`src/rtl/l1_window_fetch_if.sv`:
```
// Bus bundle for the layer-1 window fetch stage: CU handshake,
// feature-memory read port and the loaded window with its position.
interface l1_window_fetch_if #(
    parameter int DATA_W = 8,
    parameter int IMG_W  = 8,
    parameter int IMG_H  = 8,
    parameter int K      = 3,
    parameter int ADDR_W = 8
);
    localparam int RW = (IMG_H > 1) ? $clog2(IMG_H) : 1;
    localparam int CW = (IMG_W > 1) ? $clog2(IMG_W) : 1;

    logic                    start;
    logic                    done;
    logic                    busy;
    logic                    mem_rd_en;
    logic [ADDR_W-1:0]       mem_addr;
    logic [DATA_W-1:0]       mem_rdata;
    logic [K*K*DATA_W-1:0]   window_flat;
    logic [RW-1:0]           win_row;
    logic [CW-1:0]           win_col;
    logic                    last_win;

    modport master (
        output start, mem_rdata,
        input  done, busy, mem_rd_en, mem_addr,
        input  window_flat, win_row, win_col, last_win
    );

    modport slave (
        input  start, mem_rdata,
        output done, busy, mem_rd_en, mem_addr,
        output window_flat, win_row, win_col, last_win
    );
endinterface

```
`src/rtl/l1_window_fetch.sv`:
```
// Layer-1 memory-read stage: loads one KxK window per CU start into a
// register buffer and steps the window position in raster order.
module l1_window_fetch #(
    parameter int DATA_W    = 8,
    parameter int IMG_W     = 8,
    parameter int IMG_H     = 8,
    parameter int K         = 3,
    parameter int ADDR_W    = 8,
    parameter int BASE_ADDR = 0
) (
    input logic clk,
    input logic rst,
    l1_window_fetch_if.slave bus
);
    localparam int RW  = (IMG_H > 1) ? $clog2(IMG_H) : 1;
    localparam int CW  = (IMG_W > 1) ? $clog2(IMG_W) : 1;
    localparam int KW  = (K > 1) ? $clog2(K) : 1;
    localparam int NW  = K * K;
    localparam int KKW = (NW > 1) ? $clog2(NW) : 1;

    localparam logic [RW-1:0]  ROW_LAST = RW'(IMG_H - K);
    localparam logic [CW-1:0]  COL_LAST = CW'(IMG_W - K);
    localparam logic [KW-1:0]  IJ_LAST  = KW'(K - 1);
    localparam logic [KKW-1:0] K_LAST   = KKW'(NW - 1);

    typedef enum logic [1:0] {
        IDLE,
        FETCH,
        DRAIN,
        DONE
    } state_t;

    state_t               state;
    logic [RW-1:0]        row;
    logic [CW-1:0]        col;
    logic [KW-1:0]        ri, rj;
    logic [KW-1:0]        ni, nj;
    logic [KKW-1:0]       k;
    logic [KKW-1:0]       cap_k;
    logic                 cap_v;
    logic                 done_q;
    logic                 busy_q;
    logic                 rd_en_q;
    logic [ADDR_W-1:0]    addr_q;
    logic [NW*DATA_W-1:0] win_q;

    function automatic logic [ADDR_W-1:0] rd_addr(
        input logic [KW-1:0] i,
        input logic [KW-1:0] j
    );
        logic [ADDR_W-1:0] r;
        logic [ADDR_W-1:0] c;
        r = ADDR_W'(row) + ADDR_W'(i);
        c = ADDR_W'(col) + ADDR_W'(j);
        return ADDR_W'(BASE_ADDR) + r * ADDR_W'(IMG_W) + c;
    endfunction

    // Next (i,j) inside the window, row-major
    always_comb begin
        ni = ri;
        nj = rj + 1'b1;
        if (rj == IJ_LAST) begin
            ni = ri + 1'b1;
            nj = '0;
        end
    end

    always_ff @(posedge clk) begin
        if (rst) begin
            state   <= IDLE;
            row     <= '0;
            col     <= '0;
            ri      <= '0;
            rj      <= '0;
            k       <= '0;
            cap_k   <= '0;
            cap_v   <= 1'b0;
            done_q  <= 1'b0;
            busy_q  <= 1'b0;
            rd_en_q <= 1'b0;
            addr_q  <= '0;
            win_q   <= '0;
        end else begin
            // Read data arrives one cycle after the strobe
            cap_v <= rd_en_q;
            cap_k <= k;
            if (cap_v)
                win_q[int'(cap_k)*DATA_W +: DATA_W] <= bus.mem_rdata;

            unique case (state)
                IDLE: begin
                    if (bus.start) begin
                        state   <= FETCH;
                        busy_q  <= 1'b1;
                        rd_en_q <= 1'b1;
                        ri      <= '0;
                        rj      <= '0;
                        k       <= '0;
                        addr_q  <= rd_addr('0, '0);
                    end
                end
                FETCH: begin
                    if (k == K_LAST) begin
                        state   <= DRAIN;
                        rd_en_q <= 1'b0;
                        addr_q  <= '0;
                    end else begin
                        k      <= k + 1'b1;
                        ri     <= ni;
                        rj     <= nj;
                        addr_q <= rd_addr(ni, nj);
                    end
                end
                DRAIN: begin
                    state  <= DONE;
                    busy_q <= 1'b0;
                    done_q <= 1'b1;
                end
                DONE: begin
                    if (!bus.start) begin
                        state  <= IDLE;
                        done_q <= 1'b0;
                        if (col == COL_LAST) begin
                            col <= '0;
                            row <= (row == ROW_LAST) ? '0 : row + 1'b1;
                        end else begin
                            col <= col + 1'b1;
                        end
                    end
                end
                default: state <= IDLE;
            endcase
        end
    end

    assign bus.done        = done_q;
    assign bus.busy        = busy_q;
    assign bus.mem_rd_en   = rd_en_q;
    assign bus.mem_addr    = addr_q;
    assign bus.window_flat = win_q;
    assign bus.win_row     = row;
    assign bus.win_col     = col;
    assign bus.last_win    = (row == ROW_LAST) && (col == COL_LAST);
endmodule
```
`src/flat_wrapper.sv`:
```
// flat-port wrapper written by rule: the top's interface ports become plain ports
module l1_window_fetch_flat 
#(
    parameter int DATA_W    = 8,
    parameter int IMG_W     = 8,
    parameter int IMG_H     = 8,
    parameter int K         = 3,
    parameter int ADDR_W    = 8,
    parameter int BASE_ADDR = 0
)
  (clk, rst, bus_start, bus_mem_rdata, bus_done, bus_busy, bus_mem_rd_en, bus_mem_addr, bus_window_flat, bus_win_row, bus_win_col, bus_last_win);
  l1_window_fetch_if #(.DATA_W(DATA_W), .IMG_W(IMG_W), .IMG_H(IMG_H), .K(K), .ADDR_W(ADDR_W)) bus_i ();
  input logic clk;
  input logic rst;
  input wire logic [$bits(bus_i.start)-1:0] bus_start;
  input wire logic [$bits(bus_i.mem_rdata)-1:0] bus_mem_rdata;
  output wire logic [$bits(bus_i.done)-1:0] bus_done;
  output wire logic [$bits(bus_i.busy)-1:0] bus_busy;
  output wire logic [$bits(bus_i.mem_rd_en)-1:0] bus_mem_rd_en;
  output wire logic [$bits(bus_i.mem_addr)-1:0] bus_mem_addr;
  output wire logic [$bits(bus_i.window_flat)-1:0] bus_window_flat;
  output wire logic [$bits(bus_i.win_row)-1:0] bus_win_row;
  output wire logic [$bits(bus_i.win_col)-1:0] bus_win_col;
  output wire logic [$bits(bus_i.last_win)-1:0] bus_last_win;
  assign bus_i.start = bus_start;
  assign bus_i.mem_rdata = bus_mem_rdata;
  assign bus_done = bus_i.done;
  assign bus_busy = bus_i.busy;
  assign bus_mem_rd_en = bus_i.mem_rd_en;
  assign bus_mem_addr = bus_i.mem_addr;
  assign bus_window_flat = bus_i.window_flat;
  assign bus_win_row = bus_i.win_row;
  assign bus_win_col = bus_i.win_col;
  assign bus_last_win = bus_i.last_win;
  l1_window_fetch #(.DATA_W(DATA_W), .IMG_W(IMG_W), .IMG_H(IMG_H), .K(K), .ADDR_W(ADDR_W), .BASE_ADDR(BASE_ADDR)) u_core (.clk(clk), .rst(rst), .bus(bus_i));
endmodule
```
`config.mk`:
```
export PLATFORM = sky130hd
export DESIGN_NAME = l1_window_fetch_flat
export DESIGN_NICKNAME = d
export VERILOG_FILES = /design/src/rtl/l1_window_fetch_if.sv /design/src/rtl/l1_window_fetch.sv /design/src/flat_wrapper.sv
export SDC_FILE = /design/constraint.sdc
export NUM_CORES = 1
export LEC_CHECK = 0
export ABC_AREA = 1
export CORE_ASPECT_RATIO = 2
export CORE_MARGIN = 3
export CORE_UTILIZATION = 23
export DETAILED_ROUTE_END_ITERATION = 8
export GPL_TIMING_DRIVEN = 0
export SYNTH_ARGS = -nofsm -noshare
export SYNTH_HDL_FRONTEND = slang
export SYNTH_SLANG_ARGS = --single-unit
```
`constraint.sdc`:
```
create_clock -name clk -period 4 [get_ports clk]
set_input_delay 1.2 -clock clk [delete_from_list [all_inputs] [get_ports clk]]
set_output_delay 1.2 -clock clk [all_outputs]
set_load 0.1 [all_outputs]
```
==> metrics.csv, run 1 <==
stage;metric;value;unit
floorplan;fp.dieArea;23100;um2
power_and_ir_drop;p_int;1.80;mW
setup_path;cp_data_required_time;2.80;ns
worst_hold_path;worstHoldStart;u_core.bus.mem_rd_en;
detailed_routing;ant_nets;0;
yosys;synth_fp_nets;740;
cts;cts_made_buffers;9;
cts;cts_tree;done;
detailed_routing;drt-pass1-iter-count;4;
global_route;grt_max_degree;17;
global_route;use_met1;0.144;
floorplan;core;20600;um2
setup_path;critical_path_class;reg2out;
finish;final_util;0.315;
sta;drv_slew;0;
sta;tightest_slew;1.03;ns
yosys;syn_inst;713;
finish;drive_gt1_frac;0.0519;
detailed_routing;routedWlPerCell;14.6;um
power_and_ir_drop;p_leak;2.75;nW
setup_path;critPathBufInv;3;
yosys;synth_top_area_frac;0.427;
yosys;ys_warn_count;0;
global_route;antenna_found_initial;0;
sta;setup_viol;0;
sta;fmax;0.269;GHz
placed_design;gp_congestion;0.913;
sta;skew;0.00978;ns
setup_path;worstPathCellList;clkbuf_1 -> inv_1 -> nor4_4 -> clkdlybuf4s50_1;
yosys;ys_top_cells_by_count;nor2_1, nand2_1, dfxtp_1, inv_1;
yosys;synth_top_area_cell;dfxtp_1;
setup_path;crit_arrival;2.51;ns
yosys;syn_area;4880;um2
placed_design;place_ws;0.656;ns
floorplan;chipHeight;212;um
detailed_routing;wl;16.0;mm
finish;multiInputGateArea;2340;um2
detailed_routing;drc;0;
global_route;top_usage_layer;met2;
floorplan;start_util;0.236;
cts;hold_buffers;0;
global_route;grt_pass1_wl;24.8;mm
cts;cts_resized;0;
finish;antennaDiodeCount;0;
power_and_ir_drop;sw_frac_of_total;0.388;
sta;finalSetupTns;0;ns
power_and_ir_drop;power_density;452;nW/um2
cts;cts_setup_buffers;0;
cts;htreeDepth;3;
finish;fillers;2219;
yosys;ys.flop_type;dfxtp_1;
power_and_ir_drop;pwr-share-clk;0.300;
yosys;ys_ff_latch;104;
global_route;grt.overflow.total;0;
sta;period_share;0.928;
finish;area_delta_synth_final;33.4;%
cts;cts_root_buf;clkbuf_16;
yosys;avgSynthCellArea;6.84;um2
global_route;grt_use_met2;0.263;
sta;hold_viol_final;0;
setup_path;r2r_start;u_core.cap_k[0];
power_and_ir_drop;seqPwrFrac;0.391;
yosys;synth.most_common_cell;nor2_1;
yosys;async_flop_share;0;
status;outcome;finished clean;
yosys;synth_area_leaders;dfxtp_1, nor2_1, nand2_1;
cts;cts_max_path_buffers;2;
finish;fin_cells;1094;
placed_design;dpl.cell_count;1078;
power_and_ir_drop;p_switching;1.14;mW
cts;clk_pin_slew_worst_paths;0.07;ns
global_route;grt_pass1_vias;4744;
worst_hold_path;min_path_type;reg2reg;
placed_design;hpwl;12.6;mm
cts;clock_latency;0.35;ns
sta;slew-limit-headroom;0.308;
detailed_routing;drt_iter0_markers;198;
sta;finalCriticalPeriod;3.71;ns
setup_path;worstSetupEndpointType;output port;
power_and_ir_drop;combinationalPowerShare;0.310;
setup_path;path_max_fanout;7;
detailed_routing;via_count;4762;
finish;nNetsFinal;850;
placed_design;numPortBuffers;99;
yosys;yosysUniqueCellTypes;28;
floorplan;dieWidth;109;um
floorplan;ios;101;
setup_path;crit_path_start;u_core.bus.win_row[2];
finish;ff_latch_area;2080;um2
power_and_ir_drop;ir_drop;0.344;mV
detailed_routing;vias_per_cell;4.35;
setup_path;critical-path-top-delay-family;buffers and inverters;
job;maxCapViolCount;0;
setup_path;critPathLaunchType;flop;
setup_path;crit_path_max_incr_delay;1.17;ns
cts;clock_sinks;104;
setup_path;crit_path_top_delay_cell;clkdlybuf4s50_1;
global_route;grt.met3_usage;0.0323;
sta;rsz0062_at_grt;false;
floorplan;rows;74;
yosys;synth_edf_count;0;
sta;setup_ws;0.288;ns
global_route;grt_use_total;0.141;
yosys;synth-seq-area-share;0.427;
==> per-layer routing <==
layer | part of all wire | routed length [um] | vias up
met3 | 0.051 | 820 | 31
met4 | 0.038 | 611 | 0
met2 | 0.54 | 8600 | 126
li1 | - | - | 2457
met1 | 0.37 | 5930 | 2148
met5 | 0 | 0 | -
==> logic make-up after synthesis <==
logic type                 Yosys count  share of synthesized area
buffers and inverters              120                     0.0962
xor gates and xnor gates             6                     0.0108
adders and majority gates           16                     0.0441
DFF                                104                      0.427
and+or+nand+nor                    346                      0.296
AOI/OAI and AO/OA                  121                      0.126
==> final timing paths <==
check,slack [ns],depth (start not counted),to
min,0.46,2,u_core.cap_v
max,0.29,4,bus_last_win
min reg2reg,0.46,2,u_core.cap_v
max reg2reg,1.72,8,u_core.bus.window_flat[14]
==> per-stage QoR <==
stage	hold WS, ns	total power [mW]	instance area (um2)
after detailed placement	0.452	2.08	6220
final	0.464	2.94	6510
after CTS	0.460	2.97	6510
after global routing	0.485	3.09	6510
after global placement	0.453	2.08	6220
after floorplan	0.439	1.84	4890
==> power groups by stage <==
stage / combinational (mW) / clock, mW / sequential, mW
finish: 0.910 / 0.881 / 1.15
global route: 0.990 / 0.943 / 1.15
CTS: 0.919 / 0.905 / 1.15
detailed placement: 0.914 / 0 / 1.17
global placement: 0.910 / 0 / 1.17
floorplan: 0.353 / 0 / 1.48
==> registers in the layout, indices dropped and copies added (netlist names), 2 cells and up <==
| register | flops |
|---|---|
| u_core.cap_k | 4 |
| u_core.rj | 2 |
| u_core.bus.mem_addr | 8 |
| u_core.bus.win_row | 3 |
| u_core.state | 2 |
| u_core.bus.win_col | 3 |
| u_core.ri | 2 |
| u_core.k | 4 |
| u_core.bus.window_flat | 72 |
==> cell type report <==
class,instances,area share
inverter,89,0.0513
multi-input combinational,489,0.360
sequential,104,0.320
clock buffer,11,0.0358
timing repair buffer,99,0.152
tap,266,0.0512
buffer,31,0.0208
clock inverter,5,0.00865
==> worst register-to-register path, stage by stage, from the launching register on <==
cell and delay [ns]:
dfxtp_1 0.34, inv_2 0.10, ha_1 0.29, clkbuf_1 0.35
nand4_1 0.25, nor2_2 0.33, inv_1 0.22, nor2_1 0.21
nor2_1 0.08
==> cells in the final DEF (no fill, tap or decap), types with 13 or more instances in the layout <==
cell,n
a21oi_1,58
clkbuf_1,21
clkdlybuf4s50_1,99
dfxtp_1,104
ha_1,14
inv_1,86
nand2_1,112
nand3_1,27
nor2_1,170
nor3_1,13
o21ai_0,58
Note: power is estimated with default switching activity, not from simulation.
==> run 2, diff against run 1 <==
Settings changed: GPL_ROUTABILITY_DRIVEN from default to 0.
==> results of run 2 <==
No change in the layout: final DEF, timing and power equal those of run 1.
==> run 3, diff against run 2 <==
Settings changed: CAP_MARGIN from default to 10, CORE_UTILIZATION 23 to 55, PLACE_DENSITY from default to 0.85, SETUP_SLACK_MARGIN from default to 0.05.
==> run 3 against run 2 <==
Effect of this change:
- maximum frequency shrank 1.4%
- via count grew 7.8%
- wire length shrank 8.2%
- first-iteration DRC count grew 110%
- total power grew 3.4%
- combinational power grew 0.8%
- sequential cell count is the same
- critical endpoint unchanged
- highest routed layer unchanged
==> metrics.csv, run 3 (same netlist as run 1, synthesis figures left out) <==
stage;metric;value;unit
placed_design;dpl_cell_area;6010;um2
detailed_routing;drc;0;
detailed_routing;via_count;5135;
power_and_ir_drop;seqPwrFrac;0.378;
setup_path;critPathLaunchType;flop;
global_route;antenna_found_initial;0;
sta;finalSetupTns;0;ns
power_and_ir_drop;power_density;480;nW/um2
worst_hold_path;min_path_type;reg2reg;
power_and_ir_drop;p_int;1.90;mW
finish;postLayoutCellArea;6340;um2
sta;setup_viol;0;
global_route;grt_pass1_vias;5204;
finish;area_delta_synth_final;29.9;%
cts;clock_latency;0.35;ns
floorplan;dieWidth;72.6;um
placed_design;numPortBuffers;99;
sta;period_share;0.942;
floorplan;ios;101;
cts;htreeDepth;3;
cts;cts_resized;0;
cts;cts_root_buf;clkbuf_16;
power_and_ir_drop;p_leak;2.77;nW
sta;finalCriticalPeriod;3.77;ns
global_route;grt_pass1_wl;23.9;mm
detailed_routing;drt_iter0_markers;418;
finish;layout_common_cells;nor2_1, nand2_1, dfxtp_1;
sta;drv_slew;0;
sta;slew-limit-headroom;0.308;
power_and_ir_drop;ir_drop;0.625;mV
global_route;grt.overflow.total;0;
cts;hold_buffers;0;
status;outcome;finished clean;
sta;fmax;0.266;GHz
finish;antennaDiodeCount;0;
floorplan;fp.dieArea;10100;um2
sta;rsz0062_at_grt;false;
sta;skew;0.00508;ns
setup_path;path_max_fanout;7;
setup_path;worstSetupEndpointType;output port;
detailed_routing;wl;14.7;mm
finish;largest_reg_flops;72;
setup_path;crit_arrival;2.57;ns
cts;cts_tree;done;
floorplan;rows;48;
cts;cts_setup_buffers;0;
sta;tightest_slew;1.03;ns
cts;clock_sinks;104;
detailed_routing;ant_nets;0;
finish;nNetsFinal;850;
floorplan;start_util;0.564;
power_and_ir_drop;pwr-share-clk;0.320;
setup_path;cp_data_required_time;2.80;ns
floorplan;chipHeight;139;um
global_route;grt_max_degree;17;
cts;clk_pin_slew_worst_paths;0.07;ns
job;maxCapViolCount;0;
setup_path;critical_path_class;reg2out;
detailed_routing;drt-pass1-iter-count;5;
finish;drive_gt1_frac;0.0532;
power_and_ir_drop;combinationalPowerShare;0.302;
finish;layout_commonest_cell;nor2_1;
cts;cts_made_buffers;9;
floorplan;core;8650;um2
placed_design;hpwl;10.8;mm
cts;cts_max_path_buffers;2;
global_route;grt_use_total;0.298;
detailed_routing;vias_per_cell;5.54;
sta;hold_viol_final;0;
sta;hold_ws;0.474;ns
power_and_ir_drop;p_switching;1.14;mW
detailed_routing;routedWlPerCell;15.8;um
power_and_ir_drop;sw_frac_of_total;0.376;
[run 3: metal layers]
| layer | GRT usage | vias to the layer above | share of wire |
|---|---|---|---|
| met2 | 0.512 | 268 | 0.51 |
| met4 | 0.236 | 0 | 0.081 |
| li1 | - | 2462 | - |
| met3 | 0.0646 | 102 | 0.070 |
| met1 | 0.293 | 2303 | 0.34 |
| met5 | 0 | - | 0 |
[run 3: cell type report]
cell class / instances / area [um2]
multi-input combinational: 489 / 2340
fill: 701 / 2310
sequential: 104 / 2080
timing repair buffer: 99 / 991
inverter: 89 / 334
clock buffer: 11 / 253
buffer: 31 / 135
tap: 100 / 125
clock inverter: 4 / 76.3
[run 3: critical path: stages, from the launching register on]
cell and delay, ns:
dfxtp_1 0.34, clkbuf_1 0.31, inv_1 0.16, nor4_4 0.22, clkdlybuf4s50_1 1.18
[run 3: path summary, 6_finish.rpt]
path	start	endpoint	slack, ns	depth (start not counted)
hold / removal	u_core.bus.window_flat[12]	u_core.bus.window_flat[12]	0.47	2
hold reg to reg	u_core.bus.window_flat[12]	u_core.bus.window_flat[12]	0.47	2
setup reg to reg	u_core.cap_k[0]	u_core.bus.window_flat[53]	1.68	11
setup / recovery	u_core.bus.win_row[2]	bus_last_win	0.23	4
[run 3: metrics by stage]
step,std cells,power (mW),worst slack (ns),utilization
6_report,927,3.04,0.234,0.733
5_1_grt,927,3.14,0.178,0.733
4_1_cts,927,3.02,0.252,0.733
3_5_place_dp,912,2.06,0.633,0.695
3_3_place_gp,912,2.04,0.658,0.695
2_1_floorplan,713,1.84,0.376,-
[run 3: power by group through the flow]
| stage | clock network (mW) | registers (mW) | logic (mW) |
|---|---|---|---|
| floorplan | 0 | 1.48 | 0.353 |
| global placement | 0 | 1.17 | 0.877 |
| detailed placement | 0 | 1.17 | 0.894 |
| CTS | 0.971 | 1.15 | 0.903 |
| global route | 1.01 | 1.16 | 0.972 |
| finish | 0.973 | 1.15 | 0.917 |
